## src/rtl/c_align.sv

```systemverilog
// Fetch-side instruction aligner: turns word-aligned fetch words into one 16- or
// 32-bit instruction per handshake, stitching 32-bit instructions across words.
module c_align #(
  parameter logic [31:0] RESET_PC = 32'h0000_0000
) (
  input  logic        clk,
  input  logic        rst,
  input  logic        flush_i,
  input  logic [31:0] flush_pc_i,
  input  logic        fw_valid_i,
  input  logic [31:0] fw_data_i,
  output logic        fw_ready_o,
  output logic        ins_valid_o,
  input  logic        ins_ready_i,
  output logic [31:0] ins_o,
  output logic        ins_c_o,
  output logic [31:0] ins_pc_o
);

  localparam logic [1:0] S_EMPTY = 2'd0;
  localparam logic [1:0] S_HALF  = 2'd1;
  localparam logic [1:0] S_SKIP  = 2'd2;

  logic [1:0]  state_q, state_d;
  logic [15:0] hb_q, hb_d;
  logic [31:0] pc_q, pc_d;
  logic        hs;
  logic        fw_c;
  logic        hb_c;

  assign fw_c = (fw_data_i[1:0] != 2'b11);
  assign hb_c = (hb_q[1:0] != 2'b11);
  assign hs   = ins_valid_o & ins_ready_i;

  always_ff @(posedge clk) begin
    if (rst) begin
      state_q <= RESET_PC[1] ? S_SKIP : S_EMPTY;
      pc_q    <= {RESET_PC[31:1], 1'b0};
      hb_q    <= 16'h0;
    end else begin
      state_q <= state_d;
      pc_q    <= pc_d;
      hb_q    <= hb_d;
    end
  end

  // Flush overrides any handshake or SKIP consumption in the same cycle.
  always_comb begin
    state_d = state_q;
    pc_d    = pc_q;
    hb_d    = hb_q;
    if (flush_i) begin
      state_d = flush_pc_i[1] ? S_SKIP : S_EMPTY;
      pc_d    = {flush_pc_i[31:1], 1'b0};
      hb_d    = 16'h0;
    end else begin
      case (state_q)
        S_EMPTY: begin
          if (hs) begin
            if (fw_c) begin
              hb_d    = fw_data_i[31:16];
              state_d = S_HALF;
              pc_d    = pc_q + 32'd2;
            end else begin
              pc_d    = pc_q + 32'd4;
            end
          end
        end
        S_HALF: begin
          if (hs) begin
            if (hb_c) begin
              state_d = S_EMPTY;
              pc_d    = pc_q + 32'd2;
            end else begin
              hb_d    = fw_data_i[31:16];
              pc_d    = pc_q + 32'd4;
            end
          end
        end
        S_SKIP: begin
          if (fw_valid_i) begin
            hb_d    = fw_data_i[31:16];
            state_d = S_HALF;
          end
        end
        default: state_d = S_EMPTY;
      endcase
    end
  end

  // Handshake: a word or instruction transfers in a cycle where valid and ready are both high.
  always_comb begin
    ins_valid_o = 1'b0;
    fw_ready_o  = 1'b0;
    ins_o       = 32'h0;
    ins_c_o     = 1'b0;
    ins_pc_o    = pc_q;
    if (!rst && !flush_i) begin
      case (state_q)
        S_EMPTY: begin
          ins_valid_o = fw_valid_i;
          if (fw_valid_i) begin
            ins_o   = fw_c ? {16'h0, fw_data_i[15:0]} : fw_data_i;
            ins_c_o = fw_c;
          end
          fw_ready_o = fw_valid_i & ins_ready_i;
        end
        S_HALF: begin
          if (hb_c) begin
            ins_valid_o = 1'b1;
            ins_o       = {16'h0, hb_q};
            ins_c_o     = 1'b1;
          end else begin
            ins_valid_o = fw_valid_i;
            ins_o       = {fw_data_i[15:0], hb_q};
            fw_ready_o  = fw_valid_i & ins_ready_i;
          end
        end
        S_SKIP: fw_ready_o = 1'b1;
        default: ;
      endcase
    end
  end

endmodule

```

## config.mk

```make
export PLATFORM = sky130hd
export DESIGN_NAME = c_align
export DESIGN_NICKNAME = d
export VERILOG_FILES = /design/src/rtl/c_align.sv
export SDC_FILE = /design/constraint.sdc
export NUM_CORES = 1
export LEC_CHECK = 0
export CORE_UTILIZATION = 30
export CTS_CLUSTER_SIZE = 12
export DETAILED_ROUTE_END_ITERATION = 10
export PLACE_DENSITY_LB_ADDON = 0.15
export SLEW_MARGIN = 20
export SYNTH_ARGS = -nofsm -noshare
export SYNTH_HDL_FRONTEND = slang
export SYNTH_SLANG_ARGS = --single-unit
```

## constraint.sdc

```tcl
create_clock -name clk -period 4.75 [get_ports clk]
set_input_delay 0.475 -clock clk [delete_from_list [all_inputs] [get_ports clk]]
set_output_delay 0.475 -clock clk [all_outputs]
set_load 0.01 [all_outputs]
```

## Word level (Yosys, flattened, before mapping)

Cells that the tools add are included.

- Register bits: 50
- Input bits: 69
- Output and inout bits: 67

- $add $sub $neg: 2
- Equality and inequality tests: 14
- Mux-type cells: 35
- Bitwise operators: 2
- Reductions and logical operators: 12

Operators with widths:

| operator | count |
|---|---|
| $mux W32 | 9 |
| $pmux W32 S2 | 2 |
| $mux W16 | 5 |
| $pmux W16 S3 | 1 |
| $add A32 B2 Y32 const B | 1 |
| $add A32 B3 Y32 const B | 1 |
| $ne A3 B3 Y1 const B | 5 |
| $mux W2 | 7 |
| $ne A2 B2 Y1 const B | 7 |
| $mux W1 | 7 |
| $pmux W2 S3 | 1 |
| $reduce_and A3 Y1 | 2 |
| $reduce_and A6 Y1 | 1 |
| $reduce_bool A3 Y1 | 2 |
| $reduce_and A5 Y1 | 1 |
| $pmux W1 S2 | 2 |
| $pmux W1 S3 | 1 |
| $and A1 B1 Y1 | 2 |
| $eq A2 B1 Y1 const B | 1 |
| $eq A2 B2 Y1 const B | 1 |
| $logic_not A1 Y1 | 2 |
| $logic_not A2 Y1 | 1 |
| $reduce_bool A2 Y1 | 1 |
| $reduce_or A2 Y1 | 1 |
| $logic_and A1 B1 Y1 | 1 |

## Logic depth before layout (Yosys ltp)

Gate-level depths: netlist of run 1.

- Depth in word-level cells: 8
- Mapped depth: 8
- Gate-level depth less buffers: 6

## Worst setup path after synthesis of run 1

No wires, ideal clock.

- Path kind: in2out
- Start: in fw_valid_i
- End: out ins_o[21]
- Arrival time: 2.077 ns
- Data required time: 4.275 ns
- Slack: 2.198 ns
- Cell stages on the path: 7
- Path buffers: 3
- Cell sequence: buf_2 nor3b_1 and2_0 clkbuf_1 buf_2 a22oi_1 nor2_1

- Longest elaborated chain between the ends: 3

RTL lines:

| item | line | source |
|---|---|---|
| from (decl) | 10 | `input logic fw_valid_i,` |
| $mux W32 | 102 | `if (fw_valid_i) begin` |
| $pmux W32 S2 | 99 | `case (state_q)` |
| $mux W32 | 98 | `if (!rst && !flush_i) begin` |
| to (decl) | 15 | `output logic [31:0] ins_o,` |

No other way between the ends.

## Final worst setup path of run 1

- Start: in fw_valid_i
- End: out ins_o[29]

The elaborated chain is that of the path after synthesis.

==> results by group, run 1 <==
Layout
  – Register area: 980.9 um^2
  – P&R area growth vs syn: 45.85%
  – Antenna cells: 0
  – Fin nets: 596
  – Fillers: 1059
  – Multi-input logic area: 0.002072 mm^2
  – Ratio of cells with drive above 1 in the final layout: 5.703%

Detailed routing
  – Routed wire length: 10950 um
  – # DRC: 0
  – Final ANT Viol Nets: 0
  – Initial DRC count: 272
  – Vias per inst: 5.446
  – DR pass1 iterations: 6
  – Routed vias: 3605
  – Routed WL per cell: 16.54 um

Setup path
  – Crit path largest cell delay: 800 ps
  – Critical path data arrival time: 3280 ps
  – Cell repeated most along the worst path: clkdlybuf4s50_1
  – Required time worst endpoint: 4280 ps
  – Reg2reg path depth: 6
  – Reg2reg setup slack: 1840 ps
  – Crit path cell chain: clkdlybuf4s50_1, nor3b_2, buf_4, and2_0, a22oi_1, nor2_1, clkdlybuf4s50_1
  – Worst-path maximum fanout: 18
  – Setup CP Type: input port to output pin
  – R2R Path End: ins_pc_o[29]
  – CP Launch Type: input port
  – Reg2reg start: state_q[0]
  – Setup crit end kind: output pin
  – Critical-path top delay cell: and2_0

Clock tree
  – H-Tree Depth: 2
  – CTS Buf Count: 5
  – Hold Buf Count CTS: 0
  – Resized Gates After CTS: 0
  – Postcts setup bufs: 0
  – CTS tree: done
  – Worst-Skew Late Latency: 300 ps
  – CTS sink count: 49
  – Clock root cell: clkbuf_8
  – Clock transition at path regs: 80 ps
  – CTS Buffer Depth: 2

Die
  – Initial Util: 31.10%
  – Chip height: 105.9 um
  – Die W: 105.9 um
  – DIE AREA: 0.01122 mm^2
  – Top Ports: 136
  – Rows: 37
  – Core ar.: 0.01042 mm^2

Synthesis
  – Async SR Flop Fraction: 0%
  – Yosys cell types: 59
  – Largest cells by area after synthesis: dfxtp_1, nor2_1, a22oi_1, mux2i_1, a311oi_1
  – Synth area leader: dfxtp_1
  – Sequential element share of the synthesized area: 30.28%
  – Yosys warns: 0
  – Syn Std Cell Area: 0.003239 mm^2
  – Post-synth EDFFs: 0
  – Cells after Synth: 413
  – Share of the synthesized area in the top cell type: 30.28%
  – Top_reg_cell synth: dfxtp_1
  – Syn avg cell area: 7.843 um^2
  – Most frequent cell after synthesis: nor2_1
  – Seq cells post-synth: 49
  – Synth cell count leaders: nor2_1, dfxtp_1, a22oi_1
  – Syn Nets: 484

Placement
  – Dpl hpwl: 7584 um
  – GP Congestion: 0.8119
  – I/O Buffers: 133

STA
  – Final TNS setup: 0 ps
  – Fmax: 266.1 MHz
  – Relative slew slack: 35.09%
  – Final hold violation count: 0
  – Tmin final: 3758 ps
  – Tightest Pin Transition: 973.1 ps
  – Post-route clock period utilization: 79.11%
  – Final count of negative-setup-slack endpoints: 0
  – RSZ-0062 raised after global routing: false
  – Max Transition Viols Final: 0
  – Clock Skew: 11.00 ps

Worst hold path
  – Hold Path Class: flip-flop to flip-flop
  – HP Start: hb_q[13]
  – Hold path depth: 2
  – WHS Endpoint: hb_q[13]

GRT
  – Pin count of the biggest net entering global routing: 38
  – Initial antenna violation count: 0
  – Total track usage: 19.29%
  – First-pass GRT wire length: 17420 um
  – Vias in the first global route: 3428
  – Grt ovf: 0

Pwr
  – Power Density: 201.1 mW/mm^2
  – Pleak: 1.554 nW
  – Total power: 950.1 uW
  – Max IR drop VDD: 0.1286 mV

Status
  – Status: finished clean

Run
  – Max-Cap Viols: 0
==> placed cells by master, fill, tap and decap left out, types with 4 or more instances in the layout <==
master | netlist | layout
clkdlybuf4s50_1 | 0 | 133
xnor2_1 | 8 | 8
or3_1 | 5 | 4
or4_1 | 6 | 6
nor3_1 | 12 | 12
buf_4 | 1 | 7
a211oi_1 | 10 | 10
nand4_1 | 9 | 9
and4_1 | 6 | 6
nor2_1 | 85 | 85
a311oi_1 | 10 | 10
a22oi_1 | 34 | 34
a21oi_1 | 9 | 9
a2111oi_0 | 5 | 5
mux2i_1 | 18 | 18
o211ai_1 | 4 | 4
nand3_1 | 6 | 6
nor4_1 | 6 | 6
o31ai_1 | 5 | 5
inv_1 | 9 | 9
nand2_1 | 16 | 16
dfxtp_1 | 49 | 49
and3_1 | 9 | 9
clkbuf_8 | 0 | 5
o21ai_0 | 7 | 7
==> critical path, delay by kind of cell <==
kind                   cells  cell delay [ps]
AOI/OAI and AO/OA          1              150
and+or+nand+nor            3             1180
buffers and inverters      3             1470
==> cells by family after synthesis <==
group / count (synthesis) / synth area share, %
flops: 49 / 30.28
simple gates: 185 / 29.55
xor+xnor: 8 / 2.163
buf+inv: 44 / 6.219
fa+ha+maj: 2 / 0.7724
other cells: 1 / 0.1158
compound gates: 104 / 24.64
mux: 20 / 6.257
==> worst max-delay path by stage <==
| stage | from | end | slack (ps) | cells after the start |
|---|---|---|---|---|
| finish | fw_valid_i | ins_o[29] | 990 | 7 |
| global route | fw_valid_i | ins_o[24] | 860 | 7 |
| CTS | fw_valid_i | ins_o[31] | 1010 | 7 |
| detailed placement | fw_valid_i | ins_o[24] | 1020 | 7 |
| global placement | fw_valid_i | ins_o[29] | 1000 | 7 |
| floorplan | fw_valid_i | ins_o[21] | 2200 | 7 |
==> metal layers <==
layer,vias up,global-route usage [%],wire length [um]
met5,-,0,0
met4,0,4.762,132
met1,1707,25.76,5151
met2,124,32.45,5134
met3,9,2.943,528
li1,1765,-,-
==> per-stage QoR <==
step	setup slack (ps)	instance area, um^2	hold WS [ps]	std cells	utilization, %
6_report	992.2	4725	496.6	662	45.36
5_1_grt	861.8	4725	543.4	662	45.36
4_1_cts	1014	4723	507.0	662	45.35
3_5_place_dp	1024	4639	484.3	654	44.54
3_3_place_gp	1003	4631	474.9	654	44.46
2_1_floorplan	2198	3239	460.8	413	-
==> power by group <==
| part | switching [mW] | internal (mW) | leakage, nW |
|---|---|---|---|
| clock | 0.150 | 0.105 | 0.0385 |
| combinational | 0.104 | 0.131 | 1.11 |
| sequential | 0.0299 | 0.431 | 0.403 |
==> registers in the layout (all words and copies together) (netlist names) <==
name	flops
hb_q	16
state_q	2
ins_pc_o	31
==> layout make-up <==
type	count	share of cell area (%)
flip-flops and latches	49	20.76
well taps	136	3.602
inverters	9	0.7150
repair buffers	140	29.29
clock inverters	1	0.1589
multi-input cells	320	43.86
clock buffers	7	1.615
(Power assumes the default switching activity.)
==> run 2: changes to the inputs <==
clock period = 3.3 ns   (was 4.75 ns; I/O delays follow)
==> run 2 against run 1 <==
Against the previous run:
- non-clock buffer count rose by 9
- global-route usage rose by 0.28 points
- clock skew fell by 5.1 ps
- clock-buffer cell count did not move
- first-iteration DRC count fell by 12%
==> results by group, run 2 (synthesis gave the netlist of run 1 again) <==
Detailed routing
  – Final ANT Viol Nets: 0 (unchanged)
  – Routed wire length: 11090 um (+1.3%)
  – Routed vias: 3647 (+1.2%)
  – # DRC: 0 (unchanged)
  – Routed WL per cell: 16.53 um (about the same)
  – Initial DRC count: 240 (-12%)
  – DR pass1 iterations: 4 (-2)
  – Vias per inst: 5.435 (-0.19%)

STA
  – Tmin final: 2788 ps
  – Tightest Pin Transition: 755.6 ps (-217.5 ps)
  – Final TNS setup: 0 ps (unchanged)
  – Final hold violation count: 0 (unchanged)
  – Max Transition Viols Final: 0 (unchanged)
  – RSZ-0062 raised after global routing: false
  – Relative slew slack: 49.41% (+14 points)
  – Post-route clock period utilization: 84.49%
  – Fmax: 358.7 MHz
  – Clock Skew: 5.935 ps (-5.060 ps)
  – Final count of negative-setup-slack endpoints: 0 (unchanged)

Setup path
  – Crit path largest cell delay: 810 ps (about the same)
  – Crit. Startpoint: flush_i
  – Required time worst endpoint: 2970 ps (-1310 ps)
  – Setup CP Type: input port to output pin
  – Reg2reg start: state_q[0]
  – Setup crit end kind: output pin
  – Crit path cell chain: clkdlybuf4s50_1, or3_2, nor2_1, clkdlybuf4s50_1
  – CP Capture Point: ins_o[18]
  – Worst-path maximum fanout: 34 (+16)
  – Critical path data arrival time: 2460 ps (-820 ps)
  – R2R Path End: ins_pc_o[29]
  – CP Launch Type: input port
  – Reg2reg path depth: 5 (-1)
  – Critical-path top delay cell: or3_2
  – Reg2reg setup slack: 770 ps (-1070 ps)
  – Cell repeated most along the worst path: clkdlybuf4s50_1

Worst hold path
  – Hold Path Class: flip-flop to flip-flop

Pwr
  – Int Power: 1.060 mW (+59%)
  – Sw Share: 27.24% (-2.6 points)
  – Pleak: 1.622 nW (+4.4%)
  – Seq pwr share: 45.5% (-3.0 points)
  – Clk network pwr share: 30.9% (+4.1 points)
  – Psw: 396.9 uW (+40%)
  – Max IR drop VDD: 0.1837 mV (+43%)
  – Total power: 1.457 mW (+53%)
  – Combinational power share: 23.5% (-1.2 points)
  – Power Density: 302.5 mW/mm^2 (+50%)

Layout
  – Ratio of cells with drive above 1 in the final layout: 7.477% (+1.8 points)
  – Antenna cells: 0 (unchanged)
  – Commonest non-fill, non-tap cell in the layout: clkdlybuf4s50_1
  – P&R area growth vs syn: 48.67%
  – Fillers: 1047 (-1.1%)
  – Number of flip-flops in the largest register: 31 (unchanged)
  – Fin nets: 605 (+1.5%)
  – Most frequent cells in the layout: clkdlybuf4s50_1, nor2_1, dfxtp_1

GRT
  – Initial antenna violation count: 0 (unchanged)
  – First-pass GRT wire length: 17870 um (+2.6%)
  – Pin count of the biggest net entering global routing: 38 (unchanged)
  – Vias in the first global route: 3538 (+3.2%)
  – Total track usage: 19.57% (+0.28 points)
  – Grt ovf: 0 (unchanged)

Clock tree
  – Worst-Skew Late Latency: 290 ps (about the same)
  – Hold Buf Count CTS: 0 (unchanged)
  – Clock transition at path regs: 80 ps (about the same)
  – H-Tree Depth: 2 (unchanged)
  – Clock root cell: clkbuf_8
  – CTS sink count: 49 (unchanged)
  – CTS tree: done
  – CTS Buf Count: 5 (unchanged)
  – Resized Gates After CTS: 0 (unchanged)
  – CTS Buffer Depth: 2 (unchanged)
  – Postcts setup bufs: 0 (unchanged)

Placement
  – I/O Buffers: 133 (unchanged)
  – GP Congestion: 0.7867 (-3.1%)
  – Dpl hpwl: 7857 um (+3.6%)

Status
  – Status: finished clean

Die
  – Top Ports: 136 (unchanged)
  – Die W: 105.9 um (unchanged)
  – Chip height: 105.9 um (unchanged)
  – Initial Util: 31.10% (unchanged)
  – Rows: 37 (unchanged)
  – DIE AREA: 0.01122 mm^2 (unchanged)
  – Core ar.: 0.01042 mm^2 (unchanged)

Run
  – Max-Cap Viols: 0 (unchanged)
run 2: cell types whose count changed in the layout (fill, tap and decap cells not counted), sizes merged:
cell and delta:
clkinvlp -1, buf +9, bufinv +1
run 2: critical path, delay by kind of cell:
family / cells / cell delay, ps
buffers and inverters: 2 / 1100
AND/OR/NAND/NOR: 2 / 1020
run 2: worst min path at each step:
stage,from,endpoint,depth (start not counted),slack (ps)
2_1_floorplan,hb_q[10],hb_q[10],2,460
3_3_place_gp,hb_q[4],hb_q[4],2,480
3_5_place_dp,hb_q[12],hb_q[12],2,480
4_1_cts,hb_q[12],hb_q[12],2,510
5_1_grt,hb_q[9],hb_q[9],2,530
6_report,hb_q[12],hb_q[12],2,500
run 2: final cells by class:
cell class | instances | area, um^2 | area share (%)
clock inverters | 1 | 30.03 | 0.6235
clock buffers | 7 | 86.33 | 1.793
flip-flops and latches | 49 | 980.9 | 20.37
well taps | 136 | 170.2 | 3.533
repair buffers | 149 | 1451 | 30.14
inverters | 9 | 33.78 | 0.7015
multi-input cells | 320 | 2063 | 42.84
run 2: power by group through the flow:
stage | sequential [mW] | clock [mW] | combinational (mW)
floorplan | 0.676 | 0 | 0.140
global placement | 0.676 | 0 | 0.339
detailed placement | 0.676 | 0 | 0.342
CTS | 0.663 | 0.465 | 0.345
global route | 0.670 | 0.485 | 0.369
finish | 0.664 | 0.451 | 0.343
run 2: metrics by stage:
stage          util, %  worst slack [ps]  std cells  instance area [um^2]  hold slack [ps]
2_1_floorplan        -              1038        413                  3239            460.8
3_5_place_dp     45.11             407.9        663                  4698            484.0
4_1_cts          46.22             390.9        671                  4815            505.6
5_1_grt          46.23             373.4        671                  4816            533.8
3_3_place_gp     45.11             400.0        663                  4698            476.2
6_report         46.23             511.8        671                  4816            502.6
run 2: layer usage:
metal	wire length [um]	up-vias	track usage [%]
met5	0	-	0
met3	706	8	2.698
met2	5218	145	32.35
met1	5065	1714	26.68
met4	100	0	5.060
li1	-	1780	-
==> run 3: changes to the inputs <==
clock period = 2.65 ns   (was 3.3 ns; I/O delays follow)
==> run 3 against run 2 <==
Against the previous run:
- cell count rose by 1.3%
- die area stayed put
- register-to-register slack got worse by 390 ps
- critical path depth up 1
- setup slack worse by 380 ps
- wire length is 1.7% higher
- critical endpoint is now ins_o[13]
- largest cell class unchanged
==> results by group, run 3 (synthesis gave the netlist of run 1 again) <==
STA
  – Final hold violation count: 0 (unchanged)
  – Fmax: 397.5 MHz
  – Final TNS setup: 0 ps (unchanged)
  – Worst setup margin: 134.4 ps (-377.4 ps)
  – Final count of negative-setup-slack endpoints: 0 (unchanged)
  – Post-route clock period utilization: 94.93%
  – Tightest Pin Transition: 650.7 ps (-104.9 ps)
  – Clock Skew: 12.62 ps (+6.684 ps)
  – Relative slew slack: 56.43% (+7.0 points)
  – Tmin final: 2516 ps
  – Max Transition Viols Final: 0 (unchanged)
  – RSZ-0062 raised after global routing: false
  – Worst hold margin: 503.3 ps (+0.6270 ps)

Detailed routing
  – Final ANT Viol Nets: 0 (unchanged)
  – Initial DRC count: 174 (-28%)
  – Routed vias: 3687 (+1.1%)
  – Routed WL per cell: 16.59 um (+0.37%)
  – Vias per inst: 5.422 (-0.24%)
  – Routed wire length: 11280 um (+1.7%)
  – # DRC: 0 (unchanged)
  – DR pass1 iterations: 5 (+1)

Layout
  – Multi-input logic area: 0.002062 mm^2 (about the same)
  – Fin util: 46.79% (+0.55 points)
  – Most frequent cells in the layout: clkdlybuf4s50_1, nor2_1, dfxtp_1
  – Fillers: 1064 (+1.6%)
  – P&R area growth vs syn: 50.44%
  – Commonest non-fill, non-tap cell in the layout: clkdlybuf4s50_1
  – Number of flip-flops in the largest register: 31 (unchanged)
  – Antenna cells: 0 (unchanged)
  – Ratio of cells with drive above 1 in the final layout: 9.007% (+1.5 points)
  – Register area: 982.2 um^2 (+0.13%)
  – Post-Layout Cell Count: 680 (+1.3%)
  – Fin area: 0.004873 mm^2 (+1.2%)
  – Fin nets: 615 (+1.7%)

Run
  – Max-Cap Viols: 0 (unchanged)

Status
  – Status: finished clean

Setup path
  – Critical path data arrival time: 2250 ps (-210 ps)
  – CP Launch Type: input port
  – Setup crit end kind: output pin
  – Reg2reg path depth: 5 (unchanged)
  – Setup CP Type: input port to output pin
  – Worst-path maximum fanout: 34 (unchanged)
  – Required time worst endpoint: 2380 ps (-590 ps)

GRT
  – First-pass GRT wire length: 17820 um (-0.31%)
  – Initial antenna violation count: 0 (unchanged)
  – Total track usage: 19.59% (about the same)
  – Vias in the first global route: 3490 (-1.4%)
  – Pin count of the biggest net entering global routing: 38 (unchanged)
  – Grt ovf: 0 (unchanged)

Die
  – Rows: 37 (unchanged)
  – DIE AREA: 0.01122 mm^2 (unchanged)
  – Top Ports: 136 (unchanged)
  – Chip height: 105.9 um (unchanged)
  – Core ar.: 0.01042 mm^2 (unchanged)
  – Initial Util: 31.10% (unchanged)
  – Die W: 105.9 um (unchanged)

Placement
  – Dpl hpwl: 8119 um (+3.3%)
  – GP Congestion: 0.8314 (+5.7%)
  – I/O Buffers: 133 (unchanged)
  – Dpl ws: 72.16 ps (-335.8 ps)
  – Cell Area, Placed: 0.004786 mm^2 (+1.9%)
  – Post-Place Cells: 673 (+1.5%)

Pwr
  – Total power: 1.726 mW (+18%)
  – Pleak: 1.659 nW (+2.3%)
  – Max IR drop VDD: 0.1947 mV (+6.0%)
  – Power Density: 354.3 mW/mm^2 (+17%)

Clock tree
  – CTS tree: done
  – CTS Buf Count: 5 (unchanged)
  – Clock transition at path regs: 90 ps (about the same)
  – Clock root cell: clkbuf_8
  – Worst-Skew Late Latency: 310 ps (+20 ps)
  – H-Tree Depth: 2 (unchanged)
  – Resized Gates After CTS: 0 (unchanged)
  – Postcts setup bufs: 0 (unchanged)
  – CTS sink count: 49 (unchanged)
  – CTS Buffer Depth: 2 (unchanged)
  – Hold Buf Count CTS: 0 (unchanged)

Worst hold path
  – Hold path depth: 2 (unchanged)
  – Hold Path Class: flip-flop to flip-flop
## run 3: cell count changes in the layout (fill, tap and decap cells not counted), sizes merged
cell	before	now
buf	16	26
bufinv	1	0
## run 3: final cells by class
type,instances,area share (%)
timing repair buffer,159,31.58
inverter,9,0.6932
clock buffer,7,1.772
multi-input combinational,320,42.31
sequential,49,20.15
tap,136,3.492
## run 3: worst paths after layout
path                                  from           end  slack (ps)
worst min-delay path               hb_q[5]       hb_q[5]         500
worst min register to register     hb_q[5]       hb_q[5]         500
worst max-delay path               flush_i     ins_o[13]         130
worst max register to register  state_q[1]  ins_pc_o[11]         380
## run 3: worst max-delay path, stage by stage
cell             delay (ps)
clkdlybuf4s50_1         560
or3_1                   400
buf_4                   250
nor2_1                  200
clkdlybuf4s50_1         560
## run 3: where the power goes
part           switching [mW]  internal (mW)
clock                   0.254          0.208
combinational           0.192          0.247
sequential             0.0516          0.773
total                   0.498           1.23
## run 3: layer usage
metal	up-vias	share of wire, %	routed length [um]	GRT usage (%)
met5	-	0	0	0
met4	0	0.71	80	4.266
met3	7	5.5	622	2.759
met2	112	48	5415	34.03
met1	1770	46	5162	25.64
li1	1798	-	-	-
